--- src/rtl/hazard_pkg.sv ---
// ============================================================================
// Module  : hazard_pkg
// Brief   : Shared constants, select encodings and stage record for hazard_unit
// Revision: 1.0
// ============================================================================
`default_nettype none

package hazard_pkg;

    localparam logic [1:0] C_TNEW_LOAD = 2'd2;
    localparam logic [1:0] C_TNEW_ALU  = 2'd1;
    localparam logic [1:0] C_TNEW_LINK = 2'd0;

    localparam logic [1:0] C_TUSE_0 = 2'd0;
    localparam logic [1:0] C_TUSE_1 = 2'd1;
    localparam logic [1:0] C_TUSE_2 = 2'd2;

    localparam logic [1:0] C_FWD_RF = 2'd0;
    localparam logic [1:0] C_FWD_E  = 2'd1;
    localparam logic [1:0] C_FWD_M  = 2'd2;
    localparam logic [1:0] C_FWD_W  = 2'd3;

    localparam logic C_FWD_ST_CARRY = 1'b0;
    localparam logic C_FWD_ST_W     = 1'b1;

    localparam logic [4:0] C_REG_ZERO = 5'd0;
    localparam logic [4:0] C_REG_RA   = 5'd31;

    typedef struct packed {
        logic [4:0] dest;
        logic [1:0] tnew;
        logic [4:0] rs;
        logic [4:0] rt;
    } stage_info_t;

    typedef struct packed {
        logic       used;
        logic [1:0] tuse;
    } src_use_t;

    function automatic logic src_stalls(input logic [4:0] src, input src_use_t su,
                                        input stage_info_t stg);
        return su.used && (src != C_REG_ZERO) && (stg.dest == src) && (stg.tnew > su.tuse);
    endfunction

    // The youngest matching producer owns the select; if it is not ready yet the
    // select falls back to the carried value and the stall logic covers it.
    function automatic logic [1:0] fwd_select(input logic [4:0] src, input logic allow_e,
                                              input stage_info_t e, input stage_info_t m,
                                              input logic [4:0] w_dest);
        logic [1:0] sel;
        sel = C_FWD_RF;
        if (src == C_REG_ZERO)
            sel = C_FWD_RF;
        else if (allow_e && (e.dest == src))
            sel = (e.tnew == 2'd0) ? C_FWD_E : C_FWD_RF;
        else if (m.dest == src)
            sel = (m.tnew == 2'd0) ? C_FWD_M : C_FWD_RF;
        else if (w_dest == src)
            sel = C_FWD_W;
        return sel;
    endfunction

endpackage

`default_nettype wire

--- src/rtl/hazard_stage_reg.sv ---
// ============================================================================
// Module  : hazard_stage_reg
// Brief   : One tracked pipeline stage record with optional saturating tnew step
// Revision: 1.0
// ============================================================================
`default_nettype none

module hazard_stage_reg
    import hazard_pkg::*;
#(
    parameter bit DEC_TNEW = 1'b0
) (
    input  logic        clk,
    input  logic        reset,
    input  logic        bubble,
    input  stage_info_t next_i,
    output stage_info_t stage_o
);

    stage_info_t r_stage_q;
    stage_info_t w_stage_d;

    always_comb begin
        w_stage_d = next_i;
        if (DEC_TNEW && (next_i.tnew != 2'd0))
            w_stage_d.tnew = next_i.tnew - 2'd1;
        if (bubble)
            w_stage_d = '0;
    end

    always_ff @(posedge clk) begin
        if (reset)
            r_stage_q <= '0;
        else
            r_stage_q <= w_stage_d;
    end

    assign stage_o = r_stage_q;

endmodule

`default_nettype wire

--- src/rtl/hazard_unit.sv ---
// ============================================================================
// Module  : hazard_unit
// Brief   : Stall and forwarding control for the five-stage MIPS pipeline
// Revision: 1.0
// ============================================================================
`default_nettype none

module hazard_unit
    import hazard_pkg::*;
(
    input  logic       clk,
    input  logic       reset,
    input  logic       d_cali,
    input  logic       d_calr,
    input  logic       d_br,
    input  logic       d_load,
    input  logic       d_store,
    input  logic       d_jal,
    input  logic       d_jr,
    input  logic       d_jalr,
    input  logic [4:0] d_rs,
    input  logic [4:0] d_rt,
    input  logic [4:0] d_rd,
    output logic       stall,
    output logic [1:0] fwd_d_rs,
    output logic [1:0] fwd_d_rt,
    output logic [1:0] fwd_e_rs,
    output logic [1:0] fwd_e_rt,
    output logic       fwd_m_rt
);

    stage_info_t w_d_info;
    stage_info_t w_e_stage;
    stage_info_t w_m_stage;
    src_use_t    w_rs_use;
    src_use_t    w_rt_use;
    logic [4:0]  r_w_dest_q;
    logic        w_unused_m_rs;

    always_comb begin
        w_d_info    = '0;
        w_rs_use    = '0;
        w_rt_use    = '0;
        w_d_info.rs = d_rs;
        w_d_info.rt = d_rt;

        if (d_calr || d_jalr)
            w_d_info.dest = d_rd;
        else if (d_cali || d_load)
            w_d_info.dest = d_rt;
        else if (d_jal)
            w_d_info.dest = C_REG_RA;

        if (d_load)
            w_d_info.tnew = C_TNEW_LOAD;
        else if (d_calr || d_cali)
            w_d_info.tnew = C_TNEW_ALU;
        else
            w_d_info.tnew = C_TNEW_LINK;

        if (d_br || d_jr || d_jalr)
            w_rs_use = '{used: 1'b1, tuse: C_TUSE_0};
        else if (d_calr || d_cali || d_load || d_store)
            w_rs_use = '{used: 1'b1, tuse: C_TUSE_1};

        if (d_br)
            w_rt_use = '{used: 1'b1, tuse: C_TUSE_0};
        else if (d_calr)
            w_rt_use = '{used: 1'b1, tuse: C_TUSE_1};
        else if (d_store)
            w_rt_use = '{used: 1'b1, tuse: C_TUSE_2};
    end

    // E keeps the entry tnew; M applies the one-step decrement on the way in.
    hazard_stage_reg #(.DEC_TNEW(1'b0)) u_stage_e (
        .clk     (clk),
        .reset   (reset),
        .bubble  (stall),
        .next_i  (w_d_info),
        .stage_o (w_e_stage)
    );

    hazard_stage_reg #(.DEC_TNEW(1'b1)) u_stage_m (
        .clk     (clk),
        .reset   (reset),
        .bubble  (1'b0),
        .next_i  (w_e_stage),
        .stage_o (w_m_stage)
    );

    always_ff @(posedge clk) begin
        if (reset)
            r_w_dest_q <= C_REG_ZERO;
        else
            r_w_dest_q <= w_m_stage.dest;
    end

    assign w_unused_m_rs = ^w_m_stage.rs;

    assign stall = src_stalls(d_rs, w_rs_use, w_e_stage) || src_stalls(d_rs, w_rs_use, w_m_stage)
                || src_stalls(d_rt, w_rt_use, w_e_stage) || src_stalls(d_rt, w_rt_use, w_m_stage);

    assign fwd_d_rs = fwd_select(d_rs, 1'b1, w_e_stage, w_m_stage, r_w_dest_q);
    assign fwd_d_rt = fwd_select(d_rt, 1'b1, w_e_stage, w_m_stage, r_w_dest_q);
    assign fwd_e_rs = fwd_select(w_e_stage.rs, 1'b0, w_e_stage, w_m_stage, r_w_dest_q);
    assign fwd_e_rt = fwd_select(w_e_stage.rt, 1'b0, w_e_stage, w_m_stage, r_w_dest_q);

    assign fwd_m_rt = ((w_m_stage.rt != C_REG_ZERO) && (r_w_dest_q == w_m_stage.rt))
                      ? C_FWD_ST_W : C_FWD_ST_CARRY;

endmodule

`default_nettype wire

--- config.mk ---
export PLATFORM = sky130hd
export DESIGN_NAME = hazard_unit
export DESIGN_NICKNAME = d
export VERILOG_FILES = /design/src/rtl/hazard_pkg.sv /design/src/rtl/hazard_stage_reg.sv /design/src/rtl/hazard_unit.sv
export SDC_FILE = /design/constraint.sdc
export NUM_CORES = 1
export LEC_CHECK = 0
export BUFFER_PORTS_ARGS = -buffer_cell sky130_fd_sc_hd__buf_2
export CAP_MARGIN = 20
export CORE_ASPECT_RATIO = 1.4
export CORE_UTILIZATION = 51
export CTS_CLUSTER_SIZE = 10
export DETAILED_ROUTE_END_ITERATION = 8
export PLACE_DENSITY_LB_ADDON = 0.15
export RECOVER_POWER = 50
export SYNTH_ARGS = -nofsm -noshare
export SYNTH_HDL_FRONTEND = slang
export SYNTH_SLANG_ARGS = --single-unit
--- constraint.sdc ---
create_clock -name clk -period 2.5 [get_ports clk]
set_clock_uncertainty 0.05 [all_clocks]
set_input_delay 0.5 -clock clk [delete_from_list [all_inputs] [get_ports clk]]
set_output_delay 0.5 -clock clk [all_outputs]
set_load 0.01 [all_outputs]
Word level (Yosys, flattened, before mapping)
Cells that the tools add are included.

Logic and storage cells: 86. Flip-flop bits (word level): 34.

Muxes and demuxes: 28. Reduce and logical (&&, ||, !) cells: 33. Add/sub/neg operators: 1. Equal/unequal tests: 11. Order comparisons: 4.

Operators with widths (count): 5-bit equality test (11); 2-bit two-way mux (17); 5-bit logical NOT (4); 3-bit two-way mux (5); 5-bit two-way mux (3); 5-bit nonzero test (3); 1-bit logical AND (11); 1-bit logical OR (10); 2-bit greater-than comparator (4); 2-bit logical NOT (2); 1-bit two-way mux (3); 3-bit OR reduction (1); 2-bit nonzero test (1); 2-bit OR reduction (1); 2-bit by 1-bit subtractor with 2-bit output, second input constant (1).

Longest topological paths before layout
Gate-level depths: netlist (run 1).

Word-level depth: 12. Depth in mapped cells: 9.

Cells and area by module
Synthesis (run 1) repeated with hierarchy kept, for this count alone.

Cell total of the unflattened synthesis: 253. Area, all modules: 2387.3 um2.

Modules (own cells, without submodules): hazard_unit (times used 1, cells each 177, area an instance 1239.9 um2, seq. area each 100.1 um2); hazard_stage_reg (u_stage_m) (times used 1, cells each 38, area an instance 575.6 um2, seq. area each 340.3 um2); hazard_stage_reg (u_stage_e) (times used 1, cells each 38, area an instance 571.8 um2, seq. area each 340.3 um2).

Least setup slack after synthesis (run 1)
No wires, ideal clock.

Path type: input -> output. Start: input port d_rt[0]. End: output port stall. Required time: 1.950 ns. Cell stages on the path: 6. Arrival time: 1.909 ns. Slack: 0.041 ns. Path through: buf_2 -> or4_4 -> a2bb2oi_2 -> nand4_1 -> o311ai_4 -> or2_2.

Longest elaborated chain between the ends: 6. Elaborated cells on any way between the ends: 10. Classes of those cells: eq/ne (2); reduce/logical (8).

Ends and longest elaborated chain: start, declared (RTL line hazard_unit.sv:22) `input logic [4:0] d_rt,`; 5-bit nonzero test (RTL line hazard_pkg.sv:43) `return su.used && (src != C_REG_ZERO) && (stg.dest == src) && (stg.tnew > su.tuse);`; 1-bit logical AND (3 in series) (RTL line hazard_pkg.sv:43); 1-bit logical OR (RTL line hazard_unit.sv:101) `|| src_stalls(d_rt, w_rt_use, w_e_stage) || src_stalls(d_rt, w_rt_use, w_m_stage);`; 1-bit logical OR (*) (RTL line hazard_unit.sv:101); end, declared (RTL line hazard_unit.sv:24) `output logic stall,`.

Every way passes the cells marked *; elsewhere a longest branch is shown, timed or not.

Worst setup path in the final report (run 1)
Same ends and word-level chain as after synthesis.

==> results of run 1 <==
==> cell usage after synthesis, drive strengths merged (3+ instances only) <==
cell,instances
nor2,16
ha,4
a211o,5
nor4b,11
dfxtp,34
nand2,10
o21ai,3
nor3,16
clkbuf,16
nand4,4
inv,4
nor4,5
nand3,3
xor2,37
xnor2,17
a21oi,10
a2bb2oi,3
or4,3
buf,5
nor2b,18
or3,3
==> power by group <==
group / internal [W] / leakage, nW / switching, W
combinational: 0.000166 / 0.875 / 0.000160
sequential: 0.000574 / 0.282 / 0.0000424
clock: 0.000222 / 0.0482 / 0.000195
==> kinds of logic after synthesis <==
kind of cell	after synthesis	share of synthesized area, %
flops	34	31.7
xor+xnor	54	22.0
buf+inv	25	5.30
compound gates	29	11.1
fa+ha+maj	4	2.33
simple gates	96	27.5
==> state kept, by name, indices dropped and copies added (netlist names) <==
| signal | flops |
|---|---|
| u_stage_m.stage_o | 12 |
| u_stage_e.stage_o | 17 |
| r_w_dest_q | 5 |
==> worst max-delay path, cell delays in order <==
cell and delay [ns]:
buf_8 0.10, or4_4 0.55, a2bb2oi_4 0.16, nand4_1 0.14, o311ai_4 0.11, or2_4 0.25, buf_6 0.12
==> per-layer routing <==
layer	vias to the layer above	GRT usage, %	part of all wire, %
met4	0	13.7	2.6
met1	886	27.7	40
met2	42	48.3	54
met5	-	0	0
li1	917	-	-
met3	11	4.40	2.9
==> worst paths after layout <==
check | from | endpoint | slack [ns]
min | d_load | u_stage_e.stage_o[10] | 0.46
min reg2reg | u_stage_e.stage_o[10] | u_stage_m.stage_o[10] | 0.47
max | d_rt[0] | stall | 0.02
max reg2reg | u_stage_m.stage_o[14] | u_stage_e.stage_o[1] | 0.61
==> stage by stage <==
stage	power (W)	utilization [%]	TNS, ns
after detailed placement	0.000921	61.1	-0.145
after global placement	0.000914	61.1	-0.103
after CTS	0.00134	65.1	0
final	0.00136	67.1	0
after floorplan	0.000817	-	0
after global routing	0.00142	67.1	-0.0347
==> repair_timing <==
action / 4_1_cts / 5_1_grt
pin swaps: 9 / 10
gates cloned: 0 / 0
setup endpoints to repair: 1 / 5
buffers inserted: 1 / 1
resized for setup: 10 / 18
==> layout make-up <==
type / instances / area share (%)
Timing Repair Buffer: 58 / 14.1
Tap cell: 43 / 2.01
Multi-Input combinational cell: 183 / 54.3
Sequential cell: 34 / 25.6
Clock buffer: 7 / 3.23
Clock inverter: 1 / 0.187
Inverter: 4 / 0.561
==> flow_summary.yaml, run 1 <==
yosys:
  syn_area_per_cell_um2: 8.87
  synth_top_cell_by_area: "dfxtp_1"
  yosys.cell_types.count: 39
  synth_edf_count: 0
  netlist.area_leader.share_pct: 31.7
  ys_seq_elements: 34
  synth_warnings: 0
  async_reset_ff_share_pct: 0
  syn_inst: 242
  synth-main-ff-cell: "dfxtp_1"
  syn_nets: 271
  ys_seq_area_share_pct: 31.7
  syn_area_mm2: 0.00215
  synthTopCellsByArea: "dfxtp_1 32%, xor2_1 15%, xnor2_1 6.9%, nor2b_1 5.2%, nor3_1 3.5%"
grt:
  grt_pass1_vias: 1842
  grt_max_degree: 35
  grt_pass1_wl_um: 8780
  gr-total-overflow: 0
  grt_use_total_pct: 26.0
  antenna_found_initial: 0
pwr:
  power_per_cell_area_mw_per_mm2: 508
  leakage_nw: 1.21
  ir_drop_uv: 292
place:
  dp.cells: 320
  place_area_mm2: 0.00244
  dp_hpwl_um: 3940
  gp_congestion: 0.835
  pre_cts_slack_ns: -0.145
  io_buffers: 34
hold_path:
  hp-class: "input port to flop"
  hold_path_depth: 4
finish:
  syn_to_final_growth_pct: 24.7
  fill_cells: 344
  final_common_cell: "xor2_1"
  regArea_um2: 684
  antenna_cells: 0
  layout_common_cells: "37 x xor2_1, 31 x dfxtp_1, 29 x buf_2"
  instances_no_fill: 330
  drive_above_1_share_pct: 32.1
  postLayoutCellArea_mm2: 0.00268
  nets: 315
  multi_input_area_mm2: 0.00145
cts:
  tritoncts: "yes"
  htreeDepth: 2
  holdBufCountCts: 0
  numCtsBuffers: 5
  clk_latency_ns: 0.28
  cts.sinks: 34
  clk_pin_slew_ns: 0.07
  root_buffer: "clkbuf_8"
  cts_buffer_depth: 2
routing:
  final_antenna_net_count: 0
  viasPerCell: 5.62
  first_pass_iters: 4
  num_vias: 1856
  drtIter0Drc: 43
  route.final.wire_length_um: 5480
  wire_per_inst_um: 16.6
  drc_errors: 0
sta:
  final-setup-viol-count: 0
  drv_slew: 35
  finalCritPeriodShare_pct: 99.4
  rsz0062_at_grt: "yes"
  fin_hold_ws_ns: 0.461
  worst_pin_slew_ns: 1.64
  worst_slack_ns: 0.0150
  fin_crit_ns: 2.48
  relSlewSlack_pct: -9.64
  fmax_mhz: 402
  hold_viol_final: 0
floorplanning:
  initial_core_util_pct: 53.9
  core_mm2: 0.00399
  io_pins: 35
  dieHeight_um: 78.8
  row_count: 27
  die-area_mm2: 0.00448
  die_w_um: 56.8
worst_setup_path:
  worst_ep_required_time_ns: 1.95
  r2r_cells: 6
  cp-end-kind: "output pin"
  path_max_fanout: 4
  start_kind: "input port"
  worstSetupPathType: "input port to output pin"
  arrival_ns: 1.93
run_status:
  status: "finished with violations"
  violations: "capacitance limit, slew limit"
job:
  maxCapViolations: 1
Power figures use the tool's default switching activity.
==> inputs of run 2 (changes only) <==
CORE_MARGIN = 3   (was not set)
==> run 2 against run 1 <==
The flow still finishes with violations (capacitance limit, slew limit). Clock power increased by 16%. Critical path depth increased by 3. Die area up 12%. First-iteration DRC count grew 2.3%. Final cell count grew 2.7%. Worst setup slack worse by 0.0047 ns. Clock-buffer cell count up 1. Critical path type unchanged.
==> flow_summary.yaml, run 2 (synthesis gave the netlist of run 1 again) <==
hold_path:
  hp-class: "input port to flop"
worst_setup_path:
  cp-end-kind: "output pin"
  crit_slowest_cell: "or2_4"
  start_kind: "input port"
  max_stage_delay_ns: 0.25
  worst_ep_required_time_ns: 1.95
  worstSetupPathType: "input port to output pin"
  path_max_fanout: 3
  path_cells: "buf_8, nor2_4, nand2_4, ha_4, nor2b_4, a2bb2oi_2, nand4_1, o311ai_4, or2_4, buf_6"
  arrival_ns: 1.94
run_status:
  violations: "capacitance limit, slew limit"
  status: "finished with violations"
floorplanning:
  die-area_mm2: 0.00504
  row_count: 27
  die_w_um: 60.8
  core_mm2: 0.00399
  dieHeight_um: 82.8
  initial_core_util_pct: 53.9
  io_pins: 35
finish:
  layout_common_cells: "37 x xor2_1, 32 x buf_4, 31 x dfxtp_1"
  largest_register_ff_count: 17
  antenna_cells: 0
  nets: 324
  syn_to_final_growth_pct: 28.4
  drive_above_1_share_pct: 35.1
  final_common_cell: "xor2_1"
pwr:
  ir_drop_uv: 431
  power_per_cell_area_mw_per_mm2: 521
  leakage_nw: 1.26
grt:
  grt_max_degree: 35
  grt_pass1_vias: 1771
  grt_use_total_pct: 23.0
  antenna_found_initial: 0
  grt_pass1_wl_um: 8400
  gr-total-overflow: 0
sta:
  rsz0062_at_grt: "yes"
  relSlewSlack_pct: -8.30
  final-setup-viol-count: 0
  fin_hold_ws_ns: 0.437
  fin_crit_ns: 2.49
  fmax_mhz: 402
  final.setup.tns_ns: 0
  drv_slew: 35
  finalCritPeriodShare_pct: 99.6
  hold_viol_final: 0
  worst_pin_slew_ns: 1.62
routing:
  viasPerCell: 5.46
  drc_errors: 0
  wire_per_inst_um: 15.9
  route.final.wire_length_um: 5410
  final_antenna_net_count: 0
  num_vias: 1851
  first_pass_iters: 4
  drtIter0Drc: 44
cts:
  cts.sinks: 34
  numCtsBuffers: 5
  root_buffer: "clkbuf_8"
  tritoncts: "yes"
  htreeDepth: 2
  clk_pin_slew_ns: 0.07
  clk_latency_ns: 0.29
  cts_buffer_depth: 2
place:
  dp_hpwl_um: 3910
  io_buffers: 34
  gp_congestion: 0.846
job:
  maxCapViolations: 1
==> run 2: cell count changes in the layout (fill, tap and decap cells not counted), sizes merged <==
cell	change
buf	+8
clkbuf	+2
clkinv	-1
==> run 2: layout make-up <==
cell class,count,area [um2]
Clock buffer,8,110
Fill cell,347,1230
Inverter,4,15.0
Multi-Input combinational cell,183,1460
Sequential cell,34,684
Tap cell,43,53.8
Timing Repair Buffer,67,437
==> run 2: through the flow <==
stage                     setup WS (ns)  total power (W)  util [%]  cell area [um2]  std cells
after floorplan                  0.0405         0.000817         -             2150        242
after global placement           -0.110         0.000921      62.1             2470        325
after detailed placement         -0.139         0.000926      62.1             2470        325
after CTS                       0.00560          0.00142      67.1             2680        337
after global routing            -0.0265          0.00150      69.1             2760        339
final                            0.0103          0.00144      69.1             2760        339
==> run 2: worst paths after layout <==
path,slack (ns),from,depth (start not counted),to
max,0.01,d_br,10,stall
min,0.44,d_load,4,u_stage_e.stage_o[10]
max reg2reg,0.33,u_stage_e.stage_o[11],8,u_stage_e.stage_o[6]
min reg2reg,0.47,u_stage_e.stage_o[12],1,u_stage_m.stage_o[12]
==> run 2: report_power, final <==
part           total, W  switching, W  internal (W)  leakage (nW)
clock          0.000482      0.000204      0.000278        0.0575
combinational  0.000341      0.000164      0.000177         0.918
sequential     0.000614     0.0000400      0.000574         0.282
==> run 2: timing repair <==
action                     in CTS  in global routing
setup endpoints to repair       2                  5
gates resized for setup        11                 16
setup buffers                   4                  2
hold buffers                    0                  0
pin swaps                       9                  5
==> run 2: worst max-delay path: cells and delay by family <==
family	cells	cell delay, ns
AO/OA/AOI/OAI	2	0.26
adder cells (fa/ha/maj)	1	0.24
buffers and inverters	2	0.22
AND/OR/NAND/NOR	5	0.71
==> run 2: metal layers <==
| metal | up-vias | GRT usage (%) | part of all wire [%] |
|---|---|---|---|
| met3 | 14 | 4.49 | 3.0 |
| li1 | 938 | - | - |
| met2 | 41 | 40.4 | 52 |
| met5 | - | 0 | 0 |
| met4 | 0 | 10.6 | 3.4 |
| met1 | 858 | 26.1 | 42 |
==> inputs of run 3 (changes only) <==
BUFFER_PORTS_ARGS = not set   (was -buffer_cell sky130_fd_sc_hd__buf_2)
CORE_UTILIZATION = 57   (was 51)
DONT_BUFFER_PORTS = 1   (was not set)
SETUP_SLACK_MARGIN = 0.1   (was not set)
==> run 3 against run 2 <==
Largest power group unchanged. Critical endpoint unchanged. First-iteration DRC count is 16% higher. Clock power up 6.0%. Highest routed layer unchanged. Wire length up 2.6%. The run now ends clean.
==> flow_summary.yaml, run 3 (synthesis gave the netlist of run 1 again) <==
run_status:
  status: "finished clean"
pwr:
  ir_drop_uv: 469
  power_per_cell_area_mw_per_mm2: 580
  leakage_nw: 0.991
  total_power_w: 0.00138
finish:
  postLayoutCellArea_mm2: 0.00238
  final_common_cell: "xor2_1"
  antenna_cells: 0
  regArea_um2: 682
  syn_to_final_growth_pct: 10.7
  fill_cells: 295
  nets: 271
  drive_above_1_share_pct: 18.2
  largest_register_ff_count: 17
  multi_input_area_mm2: 0.00142
  layout_common_cells: "37 x xor2_1, 33 x dfxtp_1, 17 x xnor2_1, 17 x nor2b_1, 15 x nor2_1"
floorplanning:
  die-area_mm2: 0.00455
  core_mm2: 0.00350
  initial_core_util_pct: 61.3
  io_pins: 35
  dieHeight_um: 78.6
  die_w_um: 57.9
  row_count: 25
grt:
  grt_use_total_pct: 25.1
  grt_pass1_wl_um: 8740
  antenna_found_initial: 0
  gr-total-overflow: 0
  grt_pass1_vias: 1895
  grt_max_degree: 35
sta:
  hold_viol_final: 0
  worst_pin_slew_ns: 0.623
  rsz0062_at_grt: "yes"
  worst_slack_ns: 0.0833
  drv_slew: 0
  finalCritPeriodShare_pct: 96.7
  fmax_mhz: 414
  relSlewSlack_pct: 58.3
  final-setup-viol-count: 0
  final.setup.tns_ns: 0
  fin_crit_ns: 2.42
routing:
  first_pass_iters: 4
  final_antenna_net_count: 0
  drc_errors: 0
  drtIter0Drc: 51
  num_vias: 1757
  viasPerCell: 6.23
  wire_per_inst_um: 19.7
  route.final.wire_length_um: 5550
worst_setup_path:
  critical_path.top_delay_family: "simple AND/OR/NAND/NOR gates"
  r2r-start: "u_stage_m.stage_o[16]"
  cp-end-kind: "output pin"
  arrival_ns: 1.87
  path_max_fanout: 3
  worst_ep_required_time_ns: 1.95
  cp-startpoint: "d_br"
  worstSetupPathType: "input port to output pin"
  path_cells: "nor2_2, nand2_2, ha_1, nor2b_1, a2bb2oi_1, nand4_1, o311ai_4, or2_4"
  max_stage_delay_ns: 0.30
  cp.buffers_inverters: 0
  start_kind: "input port"
  crit_slowest_cell: "ha_1"
cts:
  post_cts_buffers: 0
  cts_buffer_depth: 2
  cts.sinks: 34
  htreeDepth: 2
  tritoncts: "yes"
  holdBufCountCts: 0
  numCtsBuffers: 5
  clk_latency_ns: 0.29
  root_buffer: "clkbuf_8"
  clk_pin_slew_ns: 0.07
job:
  maxCapViolations: 0
place:
  io_buffers: 0
  place_area_mm2: 0.00221
  pre_cts_slack_ns: 0.0430
  dp_hpwl_um: 3930
  gp_congestion: 0.911
hold_path:
  hp-class: "input port to flop"
  min_from: "reset"
==> run 3: through the flow <==
step | utilization, % | hold slack (ns) | cells
floorplan | - | 0.402 | 242
detailed placement | 63.0 | 0.456 | 275
global placement | 63.0 | 0.444 | 275
global route | 67.9 | 0.211 | 282
finish | 67.9 | 0.219 | 282
CTS | 66.4 | 0.218 | 282
==> run 3: worst register-to-register path: stages (launching register included) <==
cell and delay, ns:
dfxtp_1 0.32, buf_4 0.16, xor2_1 0.16, nor3_1 0.24, nand2_1 0.16, nor3_2 0.22
clkbuf_2 0.44, nor3_1 0.13
==> run 3: what timing repair did <==
item	CTS	global route
gates cloned	0	0
resized for setup	2	14
setup endpoints to repair	2	7
pin swaps	0	3
==> run 3: layer usage <==
metal / vias to the layer above / global-route usage (%) / part of all wire (%)
met2: 69 / 44.2 / 54
met5: - / 0 / 0
li1: 830 / - / -
met1: 843 / 25.8 / 37
met3: 15 / 5.92 / 5.1
met4: 0 / 15.8 / 3.1
==> run 3: where the power goes <==
group,total (W),switching (W),internal [W],leakage (nW)
Clock,0.000511,0.000192,0.000319,0.0573
Sequential,0.000610,0.0000363,0.000574,0.281
Combinational,0.000258,0.000130,0.000128,0.653
==> run 3: final timing paths <==
path                                end  slack (ns)  cells after the start
setup / recovery                  stall        0.08                      8
hold / removal    u_stage_m.stage_o[13]        0.22                      1
setup reg to reg  u_stage_e.stage_o[13]        0.49                      7
hold reg to reg    u_stage_m.stage_o[2]        0.46                      1
==> run 3: area by class of cell <==
class                           instances  share of cell area [%]
Timing Repair Buffer                   14                    4.16
Tap cell                               40                    2.11
Clock inverter                          1                    1.26
Multi-Input combinational cell        183                    59.7
Sequential cell                        34                    28.7
Inverter                                4                   0.632
Clock buffer                            6                    3.47
